File: src/rtl/tankb_video_pkg.sv
// Shared geometry defaults, widths and types for the Tank Battalion video receiver.
package tankb_video_pkg;

    localparam int unsigned H_TOTAL_DEF     = 384;
    localparam int unsigned V_HS_EXPECT_DEF = 256;
    localparam int unsigned VS_MIN_DEF      = 512;

    localparam int unsigned X_START_DEF     = 64;
    localparam int unsigned Y_START_DEF     = 16;
    localparam int unsigned X_WIDTH_DEF     = 256;
    localparam int unsigned Y_HEIGHT_DEF    = 224;
    localparam int unsigned LOCK_FRAMES_DEF = 2;

    localparam int unsigned RUN_W  = 12;
    localparam int unsigned X_W    = 12;
    localparam int unsigned Y_W    = 9;
    localparam int unsigned REL_W  = 8;
    localparam int unsigned ADDR_W = 2 * REL_W;
    localparam int unsigned RGB_W  = 3;

    typedef enum logic [1:0] {
        UNLOCKED = 2'd0,
        ACQUIRE  = 2'd1,
        LOCKED   = 2'd2
    } rx_state_t;

    typedef struct packed {
        logic [ADDR_W-1:0] addr;
        logic [RGB_W-1:0]  data;
    } wr_pix_t;

endpackage

File: src/rtl/tankb_video_rx_if.sv
// Video input and capture/status outputs of the receiver, bundled for port use.
interface tankb_video_rx_if;
    import tankb_video_pkg::*;

    logic              pix_en;
    logic              csync_n;
    logic              red;
    logic              green;
    logic              blue;
    logic              hs_evt;
    logic              vs_evt;
    logic [X_W-1:0]    x;
    logic [Y_W-1:0]    y;
    logic              locked;
    logic              len_err;
    logic              frame_err;
    logic              wr_en;
    logic [ADDR_W-1:0] wr_addr;
    logic [RGB_W-1:0]  wr_data;

    modport master (
        output pix_en, csync_n, red, green, blue,
        input  hs_evt, vs_evt, x, y, locked, len_err, frame_err, wr_en, wr_addr, wr_data
    );

    modport slave (
        input  pix_en, csync_n, red, green, blue,
        output hs_evt, vs_evt, x, y, locked, len_err, frame_err, wr_en, wr_addr, wr_data
    );

endinterface

File: src/rtl/tankb_csync_sep.sv
// Composite sync separator: measures each csync low run and classifies its release
// as HSYNC or VSYNC. Event outputs are combinational for the sample being taken.
module tankb_csync_sep
    import tankb_video_pkg::*;
#(
    parameter int unsigned VS_MIN = VS_MIN_DEF
) (
    input  logic clk,
    input  logic reset,
    input  logic pix_en_i,
    input  logic csync_n_i,
    output logic hs_evt_c_o,
    output logic vs_evt_c_o
);

    localparam logic [RUN_W-1:0] RUN_MAX  = '1;
    localparam logic [RUN_W-1:0] VS_MIN_R = RUN_W'(VS_MIN);

    logic [RUN_W-1:0] run_q, run_d;
    logic             low_q, low_d;

    always_comb begin
        run_d      = run_q;
        low_d      = low_q;
        hs_evt_c_o = 1'b0;
        vs_evt_c_o = 1'b0;
        if (pix_en_i) begin
            low_d = ~csync_n_i;
            if (!csync_n_i) begin
                run_d = (run_q == RUN_MAX) ? run_q : run_q + RUN_W'(1);
            end else begin
                // A saturated run still compares >= VS_MIN, so it releases as VSYNC.
                if (low_q) begin
                    hs_evt_c_o = (run_q < VS_MIN_R);
                    vs_evt_c_o = (run_q >= VS_MIN_R);
                end
                run_d = '0;
            end
        end
    end

    always_ff @(posedge clk or posedge reset) begin
        if (reset) begin
            run_q <= '0;
            low_q <= 1'b0;
        end else begin
            run_q <= run_d;
            low_q <= low_d;
        end
    end

endmodule

File: src/rtl/tankb_video_rx.sv
// Tank Battalion video receiver: beam X/Y recovery, line/frame geometry checks,
// lock state machine and windowed pixel capture into an external frame store.
module tankb_video_rx
    import tankb_video_pkg::*;
#(
    parameter int unsigned H_TOTAL     = H_TOTAL_DEF,
    parameter int unsigned V_HS_EXPECT = V_HS_EXPECT_DEF,
    parameter int unsigned VS_MIN      = VS_MIN_DEF,
    parameter int unsigned X_START     = X_START_DEF,
    parameter int unsigned Y_START     = Y_START_DEF,
    parameter int unsigned X_WIDTH     = X_WIDTH_DEF,
    parameter int unsigned Y_HEIGHT    = Y_HEIGHT_DEF,
    parameter int unsigned LOCK_FRAMES = LOCK_FRAMES_DEF
) (
    input logic            clk,
    input logic            reset,
    tankb_video_rx_if.slave bus
);

    localparam int unsigned LL_W = X_W + 1;
    localparam int unsigned GC_W = (LOCK_FRAMES < 2) ? 1 : $clog2(LOCK_FRAMES + 1);

    localparam logic [LL_W-1:0] LINE_LEN = LL_W'(H_TOTAL);
    localparam logic [Y_W-1:0]  Y_EXPECT = Y_W'(V_HS_EXPECT);
    localparam logic [X_W-1:0]  X_LO     = X_W'(X_START);
    localparam logic [X_W-1:0]  X_HI     = X_W'(X_START + X_WIDTH);
    localparam logic [Y_W-1:0]  Y_LO     = Y_W'(Y_START);
    localparam logic [Y_W-1:0]  Y_HI     = Y_W'(Y_START + Y_HEIGHT);
    localparam logic [X_W-1:0]  X_MAX    = '1;
    localparam logic [Y_W-1:0]  Y_MAX    = '1;
    localparam logic [GC_W-1:0] GC_LAST  = GC_W'(LOCK_FRAMES - 1);

    logic hs_c, vs_c;

    tankb_csync_sep #(
        .VS_MIN (VS_MIN)
    ) u_sep (
        .clk        (clk),
        .reset      (reset),
        .pix_en_i   (bus.pix_en),
        .csync_n_i  (bus.csync_n),
        .hs_evt_c_o (hs_c),
        .vs_evt_c_o (vs_c)
    );

    rx_state_t       state_q;
    logic [GC_W-1:0] good_cnt_q;
    logic            locked_q;

    logic [X_W-1:0]  x_q, x_d;
    logic [Y_W-1:0]  y_q, y_d;
    logic            first_line_q, first_line_d;
    logic            len_seen_q, len_seen_d;
    logic            hs_evt_q, hs_evt_d;
    logic            vs_evt_q, vs_evt_d;
    logic            len_err_q, len_err_d;
    logic            frame_err_q, frame_err_d;
    logic            wr_en_q, wr_en_d;
    wr_pix_t         wr_pix_q, wr_pix_d;
    logic            good_frame;
    logic [LL_W-1:0] line_len;
    logic [REL_W-1:0] x_rel, y_rel;

    // Counters, geometry checks and capture decode for the current sample.
    always_comb begin
        x_d          = x_q;
        y_d          = y_q;
        first_line_d = first_line_q;
        len_seen_d   = len_seen_q;
        hs_evt_d     = 1'b0;
        vs_evt_d     = 1'b0;
        len_err_d    = 1'b0;
        frame_err_d  = 1'b0;
        good_frame   = 1'b0;
        wr_en_d      = 1'b0;
        wr_pix_d     = '0;
        line_len     = LL_W'(x_q) + LL_W'(1);
        x_rel        = '0;
        y_rel        = '0;
        if (bus.pix_en) begin
            if (vs_c) begin
                vs_evt_d     = 1'b1;
                x_d          = '0;
                y_d          = '0;
                frame_err_d  = (y_q != Y_EXPECT);
                good_frame   = (y_q == Y_EXPECT) && !len_seen_q;
                first_line_d = 1'b1;
                len_seen_d   = 1'b0;
            end else if (hs_c) begin
                // The line that follows VSYNC starts at an arbitrary phase; skip its length.
                hs_evt_d     = 1'b1;
                x_d          = '0;
                y_d          = (y_q == Y_MAX) ? y_q : y_q + Y_W'(1);
                len_err_d    = !first_line_q && (line_len != LINE_LEN);
                len_seen_d   = len_seen_q || len_err_d;
                first_line_d = 1'b0;
            end else begin
                x_d   = (x_q == X_MAX) ? x_q : x_q + X_W'(1);
                x_rel = REL_W'(x_d - X_LO);
                y_rel = REL_W'(y_q - Y_LO);
                if ((state_q == LOCKED) && (x_d >= X_LO) && (x_d < X_HI) &&
                    (y_q >= Y_LO) && (y_q < Y_HI)) begin
                    wr_en_d       = 1'b1;
                    wr_pix_d.addr = {y_rel, x_rel};
                    wr_pix_d.data = {bus.red, bus.green, bus.blue};
                end
            end
        end
    end

    // Lock state machine; an error on the same sample as a lock-qualifying frame wins.
    always_ff @(posedge clk or posedge reset) begin
        if (reset) begin
            state_q    <= UNLOCKED;
            good_cnt_q <= '0;
            locked_q   <= 1'b0;
        end else begin
            case (state_q)
                UNLOCKED: begin
                    if (vs_evt_d) begin
                        state_q    <= ACQUIRE;
                        good_cnt_q <= '0;
                    end
                end
                ACQUIRE: begin
                    if (len_err_d || frame_err_d) begin
                        state_q <= UNLOCKED;
                    end else if (good_frame) begin
                        if (good_cnt_q == GC_LAST) begin
                            state_q  <= LOCKED;
                            locked_q <= 1'b1;
                        end else begin
                            good_cnt_q <= good_cnt_q + GC_W'(1);
                        end
                    end
                end
                LOCKED: begin
                    if (len_err_d || frame_err_d) begin
                        state_q  <= UNLOCKED;
                        locked_q <= 1'b0;
                    end
                end
                default: begin
                    state_q  <= UNLOCKED;
                    locked_q <= 1'b0;
                end
            endcase
        end
    end

    always_ff @(posedge clk or posedge reset) begin
        if (reset) begin
            x_q          <= '0;
            y_q          <= '0;
            first_line_q <= 1'b0;
            len_seen_q   <= 1'b0;
            hs_evt_q     <= 1'b0;
            vs_evt_q     <= 1'b0;
            len_err_q    <= 1'b0;
            frame_err_q  <= 1'b0;
            wr_en_q      <= 1'b0;
            wr_pix_q     <= '0;
        end else begin
            x_q          <= x_d;
            y_q          <= y_d;
            first_line_q <= first_line_d;
            len_seen_q   <= len_seen_d;
            hs_evt_q     <= hs_evt_d;
            vs_evt_q     <= vs_evt_d;
            len_err_q    <= len_err_d;
            frame_err_q  <= frame_err_d;
            wr_en_q      <= wr_en_d;
            wr_pix_q     <= wr_pix_d;
        end
    end

    assign bus.hs_evt    = hs_evt_q;
    assign bus.vs_evt    = vs_evt_q;
    assign bus.x         = x_q;
    assign bus.y         = y_q;
    assign bus.locked    = locked_q;
    assign bus.len_err   = len_err_q;
    assign bus.frame_err = frame_err_q;
    assign bus.wr_en     = wr_en_q;
    assign bus.wr_addr   = wr_pix_q.addr;
    assign bus.wr_data   = wr_pix_q.data;

endmodule

File: src/flat_wrapper.sv
// flat-port wrapper written by rule: the top's interface ports become plain ports
module tankb_video_rx_flat import tankb_video_pkg::*;
#(
    parameter int unsigned H_TOTAL     = H_TOTAL_DEF,
    parameter int unsigned V_HS_EXPECT = V_HS_EXPECT_DEF,
    parameter int unsigned VS_MIN      = VS_MIN_DEF,
    parameter int unsigned X_START     = X_START_DEF,
    parameter int unsigned Y_START     = Y_START_DEF,
    parameter int unsigned X_WIDTH     = X_WIDTH_DEF,
    parameter int unsigned Y_HEIGHT    = Y_HEIGHT_DEF,
    parameter int unsigned LOCK_FRAMES = LOCK_FRAMES_DEF
)
  (clk, reset, bus_pix_en, bus_csync_n, bus_red, bus_green, bus_blue, bus_hs_evt, bus_vs_evt, bus_x, bus_y, bus_locked, bus_len_err, bus_frame_err, bus_wr_en, bus_wr_addr, bus_wr_data);
  tankb_video_rx_if bus_i ();
  input logic clk;
  input logic reset;
  input wire logic [$bits(bus_i.pix_en)-1:0] bus_pix_en;
  input wire logic [$bits(bus_i.csync_n)-1:0] bus_csync_n;
  input wire logic [$bits(bus_i.red)-1:0] bus_red;
  input wire logic [$bits(bus_i.green)-1:0] bus_green;
  input wire logic [$bits(bus_i.blue)-1:0] bus_blue;
  output wire logic [$bits(bus_i.hs_evt)-1:0] bus_hs_evt;
  output wire logic [$bits(bus_i.vs_evt)-1:0] bus_vs_evt;
  output wire logic [$bits(bus_i.x)-1:0] bus_x;
  output wire logic [$bits(bus_i.y)-1:0] bus_y;
  output wire logic [$bits(bus_i.locked)-1:0] bus_locked;
  output wire logic [$bits(bus_i.len_err)-1:0] bus_len_err;
  output wire logic [$bits(bus_i.frame_err)-1:0] bus_frame_err;
  output wire logic [$bits(bus_i.wr_en)-1:0] bus_wr_en;
  output wire logic [$bits(bus_i.wr_addr)-1:0] bus_wr_addr;
  output wire logic [$bits(bus_i.wr_data)-1:0] bus_wr_data;
  assign bus_i.pix_en = bus_pix_en;
  assign bus_i.csync_n = bus_csync_n;
  assign bus_i.red = bus_red;
  assign bus_i.green = bus_green;
  assign bus_i.blue = bus_blue;
  assign bus_hs_evt = bus_i.hs_evt;
  assign bus_vs_evt = bus_i.vs_evt;
  assign bus_x = bus_i.x;
  assign bus_y = bus_i.y;
  assign bus_locked = bus_i.locked;
  assign bus_len_err = bus_i.len_err;
  assign bus_frame_err = bus_i.frame_err;
  assign bus_wr_en = bus_i.wr_en;
  assign bus_wr_addr = bus_i.wr_addr;
  assign bus_wr_data = bus_i.wr_data;
  tankb_video_rx #(.H_TOTAL(H_TOTAL), .V_HS_EXPECT(V_HS_EXPECT), .VS_MIN(VS_MIN), .X_START(X_START), .Y_START(Y_START), .X_WIDTH(X_WIDTH), .Y_HEIGHT(Y_HEIGHT), .LOCK_FRAMES(LOCK_FRAMES)) u_core (.clk(clk), .reset(reset), .bus(bus_i));
endmodule
File: config.mk
export PLATFORM = sky130hd
export DESIGN_NAME = tankb_video_rx_flat
export DESIGN_NICKNAME = d
export VERILOG_FILES = /design/src/rtl/tankb_video_pkg.sv /design/src/rtl/tankb_video_rx_if.sv /design/src/rtl/tankb_csync_sep.sv /design/src/rtl/tankb_video_rx.sv /design/src/flat_wrapper.sv
export SDC_FILE = /design/constraint.sdc
export NUM_CORES = 1
export LEC_CHECK = 0
export BUFFER_PORTS_ARGS = -buffer_cell sky130_fd_sc_hd__buf_2
export CAP_MARGIN = 15
export CORE_MARGIN = 4
export CORE_UTILIZATION = 45
export CTS_BUF_LIST = sky130_fd_sc_hd__clkbuf_2
export CTS_CLUSTER_SIZE = 8
export DETAILED_ROUTE_END_ITERATION = 10
export PLACE_DENSITY = 0.74
export REMOVE_ABC_BUFFERS = 1
export SLEW_MARGIN = 20
export SYNTH_ARGS = -nofsm -noshare
export SYNTH_HDL_FRONTEND = slang
export SYNTH_SLANG_ARGS = --single-unit
export TNS_END_PERCENT = 30
File: constraint.sdc
create_clock -name clk -period 3.76 [get_ports clk]
set_input_delay 0.564 -clock clk [delete_from_list [all_inputs] [get_ports clk]]
set_output_delay 0.564 -clock clk [all_outputs]
set_load 0.01 [all_outputs]
-- Word-level counts from Yosys, hierarchy flattened
Cells that the tools add are included.
- register bits after elaboration: 65
- output and inout bits: 46
- word-level logic and storage cells: 123
- $add $sub $neg: 7
- magnitude comparators: 6
- equal/unequal tests: 19
- mux-type cells: 54
- bitwise logic cells: 2
- reductions and logical operators: 19
- operator list (operator ; number):
    $mux W19 ; 4
    $mux W12 ; 5
    $mux W1 ; 30
    $mux W9 ; 3
    $add A12 B1 Y12 const B ; 2
    $eq A12 B12 Y1 const B ; 2
    $eq A9 B9 Y1 const B ; 2
    $mux W2 ; 9
    $add A12 B1 Y13 const B ; 1
    $ne A13 B9 Y1 const B ; 1
    $ge A12 B10 Y1 const B ; 1
    $ge A12 B7 Y1 const B ; 1
    $lt A12 B10 Y1 const B ; 1
    $lt A12 B9 Y1 const B ; 1
    $ne A2 B2 Y1 const B ; 5
    $reduce_and A5 Y1 ; 2
    $add A9 B1 Y9 const B ; 1
    $ge A9 B5 Y1 const B ; 1
    $lt A9 B8 Y1 const B ; 1
    $ne A9 B9 Y1 const B ; 1
    $sub A8 B5 Y8 const B ; 1
    $sub A8 B7 Y8 const B ; 1
    $logic_and A1 B1 Y1 ; 6
    $ne A2 B1 Y1 const B ; 3
    other kinds (15) ; 22

-- Depth between registers and ports, before layout
Gate-level depths: netlist of the first run.
- word-level depth: 11
- gate-level depth with buffers: 12
- depth with buffers taken out: 11

-- Hierarchy
A second synthesis of the first run with hierarchy kept.
- cells, all modules: 374
- area total of the unflattened synthesis: 3643.5 um^2
- modules (own cells, without submodules) (module ; instances ; cells each ; area each (um^2) ; sequential area each (um^2)):
    tankb_video_rx ; 1 ; 286 ; 2837.7 ; 1301.2
    tankb_csync_sep ; 1 ; 88 ; 805.8 ; 325.3

-- Worst setup path before layout of the first run
OpenSTA, ideal clock, no wires.
- kind: register to register
- start: register u_core.x_q[1], in the netlist u_core.bus.x[1]
- end: register u_core.wr_pix_q, in the netlist u_core.bus.wr_addr[12]
- arrival time: 2687 ps
- data required time: 3626 ps
- slack: 940 ps
- stages on the path, launching flop included: 11
- buffers on the path: 1
- cell sequence: dfrtp_1 > ha_1 > nand2_1 > nor4_1 > nor2_1 > ha_1 > and4b_1 > o2111ai_1 > o221a_2 > buf_2 > nor3_1
- RTL lines (element ; line ; RTL):
    from (decl) ; tankb_video_rx.sv:50 ; logic [X_W-1:0] x_q, x_d;
    from (signal assigned) ; tankb_video_rx.sv:153 ; x_q <= '0;
    from (signal assigned) ; tankb_video_rx.sv:164 ; x_q <= x_d;
    to (signal assigned) ; tankb_video_rx.sv:173 ; wr_pix_q <= wr_pix_d;
    to (decl) ; tankb_video_rx.sv:59 ; wr_pix_t wr_pix_q, wr_pix_d;

==> results.sh, run 1 <==
export IMPL_grtUsageMet2_pct=26.8
export IMPL_p_int_mw=1.05
export IMPL_cts_hold_buf=0
export IMPL_synth_flop_cell="dfrtp_1"
export IMPL_p_sw_share_pct=30.5
export IMPL_fin_crit_ps=3180
export IMPL_setup_ws_ps=580
export IMPL_ys_seq_area_share_pct=46.0
export IMPL_cts_root_buf="clkbuf_2"
export IMPL_grt_pass1_wl_um=13300
export IMPL_power_leakage_nw=1.79
export IMPL_hold_violations=0
export IMPL_peakVddDrop_uv=189
export IMPL_finalNetCount=430
export IMPL_n_fill_cell=731
export IMPL_cts_sinks=65
export IMPL_cpMostUsedCell="ha_1"
export IMPL_multi_input_area_sq_um=1730
export IMPL_worstPathRequired_ps=4110
export IMPL_fin_crit_sh_pct=84.6
export IMPL_synth_seq_cells=65
export IMPL_drt_wl_total_um=7890
export IMPL_clock_latency_ps=500
export IMPL_track_usage_pct=17.1
export IMPL_viasPerCell=5.59
export IMPL_synthArstFlopShare_pct=100
export IMPL_hpwlAfterDp_um=5530
export IMPL_path_max_fanout=20
export IMPL_start_kind="flip-flop"
export IMPL_detail_route_antenna_nets=0
export IMPL_endpoint_kind="flip-flop"
export IMPL_antenna_found_initial=0
export IMPL_cts_tree="yes"
export IMPL_clock_path_buffers=2
export IMPL_avgSynthCellArea_sq_um=9.68
export IMPL_slew_viol_final=0
export IMPL_p_switching_uw=461
export IMPL_crit_type="flip-flop to flip-flop"
export IMPL_initial_core_util_pct=46.0
export IMPL_crit_arrival_ps=3530
export IMPL_pwr_share_seq_pct=54.3
export IMPL_hold_class="input pin to async pin"
export IMPL_globalplace_congestion=0.952
export IMPL_cpMaxStageDelayCell="o221a_2"
export IMPL_cts_setup_buffers=0
export IMPL_syn_inst=365
export IMPL_die_width_um=96.6
export IMPL_outcome="finished, final reports clean"
export IMPL_skew_ps=39.6
export IMPL_synth_cell_type_count=58
export IMPL_crit_chain="ha_1, nand2_1, or2_2, nand3_1, o21ai_0, ha_1, and4b_1, o2111ai_1, o221a_2, nor3_1"
export IMPL_port_buffers=52
export IMPL_grt_overflow=0
export IMPL_use_met1_pct=22.9
export IMPL_power_frac_comb_pct=15.7
export IMPL_routedWlPerCell_um=15.3
export IMPL_fin_setup_tns_ps=0
export IMPL_cts_reportedPaths_clkPinSlew_ps=170
export IMPL_row_count=32
export IMPL_fmax_ghz=0.314
export IMPL_drt_initial_drc_count=138
export IMPL_cp_buffers_inverters=0
export IMPL_grt_max_degree=36
export IMPL_pre_cts_ws_ps=659
export IMPL_setup_violations=0
export IMPL_ioPinCount=53
export IMPL_htreeDepth=3
export IMPL_yosys_warnings=0
export IMPL_areaGrowthSynthToFinish_pct=12.2
export IMPL_drv_cap=0
export IMPL_use_met3_pct=3.97
export IMPL_layout_drive_gt1_share_pct=21.5
export IMPL_worst_slew_pin_slew_ps=656
export IMPL_grt_busiest_layer="met2"
export IMPL_diodes=0
export IMPL_chipHeight_um=96.6
export IMPL_drtPass1Iterations=5
export IMPL_die_area_sq_um=9330
export IMPL_vias=2881
export IMPL_max_stage_delay_ps=570
export IMPL_numCtsBuffers=9
export IMPL_core_area_sq_um=7690
export IMPL_maxSlewHeadroom_pct=56.2
export IMPL_powerDensity_nw_per_um2=381
export IMPL_clockPowerShare_pct=30.0
export IMPL_rsz0062_at_grt="no"
export IMPL_syn_cell_area_sq_um=3530
export IMPL_drc=0
export IMPL_grt_pass1_vias=2810
export IMPL_synth_edf_count=0
export IMPL_path_delay_family="simple AND/OR/NAND/NOR gates"
export IMPL_regArea_sq_um=1630
export IMPL_cts_resized=0
-- per-stage QoR --
stage | hold WS (ps) | instances | cell area, sq um | utilization, % | total power, mW
3_3_place_gp | 477 | 501 | 3850 | 50.0 | 1.06
6_report | 149 | 515 | 3960 | 51.6 | 1.51
3_5_place_dp | 486 | 501 | 3850 | 50.0 | 1.07
2_1_floorplan | 454 | 343 | 3430 | - | 0.977
4_1_cts | 142 | 515 | 3960 | 51.6 | 1.52
5_1_grt | 167 | 515 | 3960 | 51.6 | 1.60
-- cell usage in the layout, fill, tap and decap left out, types with 5 or more instances in the layout --
cell type,instances
nand2b_1,5
clkbuf_2,9
buf_2,52
nor3_1,22
ha_1,13
nor3b_1,6
inv_1,18
a21oi_1,18
nor2_1,31
nor4_1,7
dfrtp_1,65
nand2_1,28
xnor2_1,14
nand3_1,13
nand4_1,12
o21ai_0,18
-- flip-flops by register name (all words and copies together) (netlist names) --
name and count:
u_core.bus.vs_evt 1, u_core.bus.wr_en 1, u_core.bus.x 12, u_core.good_cnt_q 2
u_core.bus.locked 1, u_core.bus.len_err 1, u_core.bus.y 9, u_core.bus.wr_data 3
u_core.bus.hs_evt 1, u_core.bus.wr_addr 16, u_core.state_q 2, u_core.u_sep.low_q 1
u_core.first_line_q 1, u_core.len_seen_q 1, u_core.u_sep.run_q 12, u_core.bus.frame_err 1
-- final cells by class --
type / instances / area share (%)
clock buffer: 9 / 1.14
clock inverter: 5 / 1.83
inverter: 19 / 1.80
multi-input combinational: 259 / 43.7
sequential: 65 / 41.0
tap: 102 / 3.22
timing repair buffer: 56 / 7.32
-- cells in the mapped netlist (2+ instances only) --
cell type,n,area (sq um)
a211oi_1,2,15.0
a211oi_2,2,25.0
a21o_1,4,30.0
a21oi_1,18,90.1
a22o_1,2,17.5
a311oi_2,2,30.0
a31o_2,2,17.5
a31oi_1,2,12.5
a32o_1,2,20.0
a41oi_1,3,26.3
and2_1,4,25.0
and3_1,3,18.8
and4_1,2,17.5
buf_2,6,30.0
buf_6,2,22.5
clkbuf_1,14,52.6
dfrtp_1,65,1630
ha_1,13,163
inv_1,19,71.3
mux2i_1,3,30.0
nand2_1,28,105
nand2b_1,5,31.3
nand3_1,13,65.1
nand4_1,12,75.1
nor2_1,31,116
nor2b_1,3,18.8
nor3_1,22,110
nor3b_1,6,45.0
nor4_1,7,43.8
nor4_2,2,25.0
o21ai_0,18,90.1
o22ai_1,2,12.5
o31ai_1,2,15.0
or2_2,2,12.5
or3_1,4,25.0
or4_1,2,15.0
xnor2_1,14,123
xor2_1,2,17.5
-- power groups by stage --
stage	registers [mW]	clock network, mW	logic, mW
after floorplan	0.828	0	0.148
after global placement	0.830	0	0.234
after detailed placement	0.832	0	0.239
after CTS	0.819	0.460	0.240
after global routing	0.833	0.496	0.267
final	0.821	0.453	0.238
-- routing by layer --
metal / up-vias / share of wire, %
li1: 1404 / -
met1: 1373 / 45
met2: 93 / 47
met3: 11 / 6.0
met4: 0 / 1.5
met5: - / 0
-- kinds of logic after synthesis --
logic type | count (synthesis) | share of synthesized area (%)
XOR/XNOR | 16 | 3.97
adder cells (fa/ha/maj) | 13 | 4.60
multiplexers | 5 | 1.56
AO/OA/AOI/OAI | 73 | 15.2
AND/OR/NAND/NOR | 152 | 23.7
flip-flops | 65 | 46.0
buffers and inverters | 41 | 4.99
-- path summary, 6_finish.rpt --
kind,from,endpoint,slack (ps),depth (start not counted)
min reg2reg,u_core.first_line_q$_DFFE_PP0P_,u_core.first_line_q$_DFFE_PP0P_,520,2
max,u_core.bus.x[0]$_DFFE_PP0P_,u_core.bus.wr_addr[9]$_DFF_PP0_,580,10
max in group asynchronous,reset,u_core.bus.x[10]$_DFFE_PP0P_,2710,3
min in group clk,bus_red,u_core.bus.wr_data[2]$_DFF_PP0_,310,2
min,reset,u_core.u_sep.run_q[1]$_DFFE_PP0P_,150,2
max reg2reg,u_core.bus.x[0]$_DFFE_PP0P_,u_core.bus.wr_addr[9]$_DFF_PP0_,580,10
(Power assumes the default switching activity.)
==> inputs of run 2 (changes only) <==
--- a/config.mk
+++ b/config.mk
@@ -12,7 +12,7 @@
 export CTS_BUF_LIST = sky130_fd_sc_hd__clkbuf_2
 export CTS_CLUSTER_SIZE = 8
 export DETAILED_ROUTE_END_ITERATION = 10
-export PLACE_DENSITY = 0.74
+export PLACE_DENSITY = 0.77
 export REMOVE_ABC_BUFFERS = 1
 export SLEW_MARGIN = 20
 export SYNTH_ARGS = -nofsm -noshare
==> constraint.sdc (replaced) <==
create_clock -name clk -period 2.75 [get_ports clk]
set_input_delay 0.4125 -clock clk [delete_from_list [all_inputs] [get_ports clk]]
set_output_delay 0.4125 -clock clk [all_outputs]
set_load 0.01 [all_outputs]
==> results.sh, run 2 (synthesized netlist as in run 1, its figures left out) <==
export IMPL_powerDensity_nw_per_um2=513
export IMPL_antenna_found_initial=0
export IMPL_start_kind="flip-flop"
export IMPL_drc=0
export IMPL_drtPass1Iterations=6
export IMPL_drv_cap=0
export IMPL_rsz0062_at_grt="no"
export IMPL_vias=3025
export IMPL_fin_hold_ws_ps=142
export IMPL_reg2reg_depth=11
export IMPL_cts_sinks=65
export IMPL_worst_slew_pin_slew_ps=631
export IMPL_placed_area_sq_um=4000
export IMPL_chipHeight_um=96.6
export IMPL_multi_input_area_sq_um=1740
export IMPL_areaGrowthSynthToFinish_pct=17.6
export IMPL_grt_overflow=0
export IMPL_worstPathRequired_ps=3160
export IMPL_final_common_cell="dfrtp_1"
export IMPL_hp_start="bus_blue"
export IMPL_crit_type="flip-flop to flip-flop"
export IMPL_hpwlAfterDp_um=5830
export IMPL_hold_violations=0
export IMPL_final_area_sq_um=4160
export IMPL_fmax_ghz=0.388
export IMPL_fin_util_pct=54.1
export IMPL_min_path_cells=2
export IMPL_peakVddDrop_uv=331
export IMPL_path_max_fanout=17
export IMPL_numCtsBuffers=9
export IMPL_outcome="finished, final reports clean"
export IMPL_layout_drive_gt1_share_pct=25.6
export IMPL_maxSlewHeadroom_pct=57.9
export IMPL_holdPathEnd="u_core.bus.wr_data[0]$_DFF_PP0_"
export IMPL_setup_violations=0
export IMPL_skew_ps=22.9
export IMPL_viasPerCell=5.65
export IMPL_regArea_sq_um=1630
export IMPL_cts_tree="yes"
export IMPL_grt_max_degree=37
export IMPL_htreeDepth=3
export IMPL_die_width_um=96.6
export IMPL_rr_startpoint="u_core.bus.x[0]$_DFFE_PP0P_"
export IMPL_largest_reg_flops=16
export IMPL_ioPinCount=53
export IMPL_setup_ws_ps=176
export IMPL_total_power_mw=2.13
export IMPL_track_usage_pct=17.8
export IMPL_final_cell_mix="65 x dfrtp_1, 52 x buf_2, 30 x nor2_1"
export IMPL_fin_crit_sh_pct=93.6
export IMPL_grt_pass1_wl_um=13800
export IMPL_endpoint_kind="flip-flop"
export IMPL_cts_reportedPaths_clkPinSlew_ps=190
export IMPL_die_area_sq_um=9330
export IMPL_core_area_sq_um=7690
export IMPL_detail_route_antenna_nets=0
export IMPL_n_fill_cell=693
export IMPL_clock_path_buffers=2
export IMPL_cts_root_buf="clkbuf_2"
export IMPL_grt_pass1_vias=2862
export IMPL_row_count=32
export IMPL_initial_core_util_pct=46.0
export IMPL_port_buffers=52
export IMPL_r2r_setup_slack_ps=180
export IMPL_slew_viol_final=0
export IMPL_drt_wl_total_um=8100
export IMPL_pre_cts_ws_ps=170
export IMPL_fin_crit_ps=2570
export IMPL_power_leakage_nw=1.90
export IMPL_finalNetCount=448
export IMPL_globalplace_congestion=0.881
export IMPL_routedWlPerCell_um=15.1
export IMPL_drt_initial_drc_count=163
export IMPL_hold_class="input pin to flip-flop"
export IMPL_diodes=0
export IMPL_clock_latency_ps=510
export IMPL_r2r_end="u_core.bus.wr_addr[6]$_DFF_PP0_"
export IMPL_crit_arrival_ps=2990
-- run 2: cell count changes in the layout (fill, tap and decap cells not counted), sizes merged --
cell | before | now
buf | 56 | 73
clkbuf | 9 | 10
dlygate4sd3 | 0 | 1
clkinv | 3 | 4
-- run 2: how the worst max path moves through the flow --
stage / to / cells after the start / slack (ps) / startpoint
floorplan: u_core.bus.wr_addr[0]$_DFF_PP0_ / 9 / -200 / u_core.bus.x[0]$_DFFE_PP0P_
global placement: u_core.bus.wr_addr[5]$_DFF_PP0_ / 11 / 210 / u_core.bus.x[0]$_DFFE_PP0P_
detailed placement: u_core.bus.wr_addr[5]$_DFF_PP0_ / 11 / 170 / u_core.bus.x[1]$_DFFE_PP0P_
CTS: u_core.bus.wr_addr[5]$_DFF_PP0_ / 11 / 120 / u_core.bus.x[1]$_DFFE_PP0P_
global route: u_core.bus.wr_addr[6]$_DFF_PP0_ / 11 / 30 / u_core.bus.x[1]$_DFFE_PP0P_
finish: u_core.bus.wr_addr[6]$_DFF_PP0_ / 11 / 180 / u_core.bus.x[0]$_DFFE_PP0P_
-- run 2: where the power goes --
group / internal [mW] / total (mW) / switching [mW] / leakage (nW)
Combinational: 0.163 / 0.368 / 0.205 / 0.939
Clock: 0.301 / 0.651 / 0.350 / 0.0833
Sequential: 1.01 / 1.11 / 0.0979 / 0.882
-- run 2: cell type report --
cell class                 count  share of cell area, %
clock buffer                  10                   1.20
timing repair buffer          74                   10.9
tap                          102                   3.07
inverter                      19                   1.72
multi-input combinational    259                   42.0
sequential                    65                   39.1
clock inverter                 6                   1.99
-- run 2: routing by layer --
metal / up-vias / GRT usage, % / routed length [um]
li1: 1441 / - / -
met2: 118 / 27.9 / 3900
met1: 1455 / 24.2 / 3500
met5: - / 0 / 0
met4: 0 / 5.51 / 95
met3: 11 / 4.76 / 603
-- run 2: per-stage QoR --
step	setup TNS [ps]	cells
final	0	535
after detailed placement	0	518
after floorplan	-3680	343
after global placement	0	518
after global routing	0	535
after CTS	0	535
-- run 2: critical path, stage by stage, from the launching register on --
cell and delay, ps:
dfrtp_1 390, ha_1 230, nand2_1 130, or2_2 350, nand3_1 80, o21ai_0 150
ha_2 260, nand2_1 70, mux2i_1 80, o221a_4 300, buf_12 170, nor4_2 270
-- run 2: what timing repair did --
| item | in CTS | in global routing |
|---|---|---|
| setup endpoints to repair | 0 | 18 |
| hold buffers | 1 | 0 |
| setup buffers | 0 | 0 |
| endpoints found under the hold margin | 29 | 0 |
| resized for setup | 0 | 3 |
==> inputs of run 3 (changes only) <==
==> constraint.sdc (replaced) <==
create_clock -name clk -period 2.75 [get_ports clk]
set_input_delay 0.275 -clock clk [delete_from_list [all_inputs] [get_ports clk]]
set_output_delay 0.275 -clock clk [all_outputs]
set_load 0.01 [all_outputs]
==> results.sh, run 3 (synthesized netlist as in run 1, its figures left out) <==
export IMPL_grt_max_degree=37
export IMPL_areaGrowthSynthToFinish_pct=16.6
export IMPL_slew_viol_final=0
export IMPL_clock_latency_ps=520
export IMPL_drt_wl_total_um=8250
export IMPL_diodes=0
export IMPL_skew_ps=26.1
export IMPL_maxSlewHeadroom_pct=55.7
export IMPL_p_switching_uw=646
export IMPL_placed_area_sq_um=4000
export IMPL_grt_pass1_vias=2971
export IMPL_grt_overflow=0
export IMPL_powerDensity_nw_per_um2=468
export IMPL_cts_sinks=65
export IMPL_htreeDepth=3
export IMPL_final_cell_mix="65 x dfrtp_1, 52 x buf_2, 31 x nor2_1"
export IMPL_die_width_um=96.6
export IMPL_power_frac_comb_pct=19.7
export IMPL_clock_path_buffers=2
export IMPL_fin_crit_ps=2620
export IMPL_viasPerCell=5.65
export IMPL_drt_initial_drc_count=176
export IMPL_finalNetCount=451
export IMPL_drc=0
export IMPL_drtPass1Iterations=5
export IMPL_hold_class="input pin to flip-flop"
export IMPL_drv_cap=0
export IMPL_fin_crit_sh_pct=95.2
export IMPL_p_int_mw=1.28
export IMPL_track_usage_pct=18.0
export IMPL_rsz0062_at_grt="no"
export IMPL_hold_violations=0
export IMPL_outcome="finished, final reports clean"
export IMPL_crit_type="flip-flop to flip-flop"
export IMPL_cts_reportedPaths_clkPinSlew_ps=170
export IMPL_cts_root_buf="clkbuf_2"
export IMPL_final_common_cell="dfrtp_1"
export IMPL_crit_chain="ha_1, nand2_1, or2_2, nand3_1, o21ai_0, ha_2, and4b_1, o2111ai_1, o221a_4, buf_12, a311oi_2"
export IMPL_largest_reg_flops=16
export IMPL_crit_arrival_ps=3000
export IMPL_grt_pass1_wl_um=14200
export IMPL_clockPowerShare_pct=22.7
export IMPL_path_max_fanout=17
export IMPL_vias=3026
export IMPL_hpwlAfterDp_um=5930
export IMPL_peakVddDrop_uv=310
export IMPL_core_area_sq_um=7690
export IMPL_chipHeight_um=96.6
export IMPL_detail_route_antenna_nets=0
export IMPL_routedWlPerCell_um=15.4
export IMPL_p_sw_share_pct=33.5
export IMPL_layout_drive_gt1_share_pct=24.7
export IMPL_antenna_found_initial=0
export IMPL_worstPathRequired_ps=3130
export IMPL_max_stage_delay_ps=380
export IMPL_port_buffers=52
export IMPL_power_leakage_nw=1.88
export IMPL_cpMaxStageDelayCell="dfrtp_1"
export IMPL_start_kind="flip-flop"
export IMPL_setup_violations=0
export IMPL_ioPinCount=53
export IMPL_cts_setup_buffers=0
export IMPL_initial_core_util_pct=46.0
export IMPL_worst_slew_pin_slew_ps=659
export IMPL_fmax_ghz=0.382
export IMPL_row_count=32
export IMPL_fin_hold_ws_ps=53.8
export IMPL_final_area_sq_um=4120
export IMPL_die_area_sq_um=9330
export IMPL_pwr_share_seq_pct=57.6
export IMPL_numCtsBuffers=9
export IMPL_globalplace_congestion=0.879
export IMPL_cts_tree="yes"
export IMPL_endpoint_kind="flip-flop"
-- run 3: stage by stage --
step                total power [mW]  setup TNS, ps  instances  util (%)  setup WS, ps
global placement                1.49              0        518      52.0           212
floorplan                       1.34          -3680        343         -          -202
finish                          1.93              0        536      53.6           131
CTS                             1.93              0        536      53.5          72.2
global route                    2.03              0        536      53.6          25.0
detailed placement              1.50              0        518      52.0           115
-- run 3: cell type report --
type                    count  area [sq um]
well taps                 102           128
clock buffers               9          45.0
multi-input cells         259          1740
repair buffers             77           483
flip-flops and latches     65          1630
inverters                  19          71.3
clock inverters             5          25.0
fillers                   703          3570
-- run 3: critical path: cells and delay by family (launching register included) --
family                     cells  cell delay (ps)
AOI/OAI and AO/OA              4              640
DFF                            1              380
buffers and inverters          1              160
adders and majority gates      2              510
and+or+nand+nor                4              800
-- run 3: repair_timing --
item | in CTS | in global routing
endpoints found under the setup margin | 0 | 17
gates resized for setup | 0 | 2
hold endpoints to repair | 32 | 0
hold buffers | 4 | 0
-- run 3: power by group through the flow --
stage | sequential, mW | combinational (mW) | clock (mW)
after CTS | 1.11 | 0.381 | 0.446
after global placement | 1.12 | 0.363 | 0
final | 1.11 | 0.380 | 0.438
after global routing | 1.12 | 0.423 | 0.483
after detailed placement | 1.13 | 0.374 | 0
after floorplan | 1.13 | 0.203 | 0
-- run 3: worst paths after layout --
kind                                                  start                           endpoint  slack (ps)  cells past startpoint
setup / recovery                u_core.bus.x[0]$_DFFE_PP0P_    u_core.bus.wr_addr[5]$_DFF_PP0_         130                     11
hold / removal                                  bus_csync_n  u_core.u_sep.run_q[3]$_DFFE_PP0P_          50                      2
setup reg to reg                u_core.bus.x[0]$_DFFE_PP0P_    u_core.bus.wr_addr[5]$_DFF_PP0_         130                     11
hold reg to reg            u_core.good_cnt_q[1]$_DFFE_PP0P_   u_core.good_cnt_q[1]$_DFFE_PP0P_         520                      1
max in group asynchronous                             reset       u_core.bus.x[11]$_DFFE_PP0P_        1770                      4
min in group asynchronous                             reset     u_core.bus.frame_err$_DFF_PP0_         350                      3
-- run 3: metal layers --
metal | global-route usage, % | share of wire, % | up-vias
met4 | 5.40 | 1.5 | 0
met1 | 24.4 | 42 | 1431
met5 | 0 | 0 | -
met3 | 4.18 | 8.0 | 16
met2 | 28.9 | 48 | 141
li1 | - | - | 1438
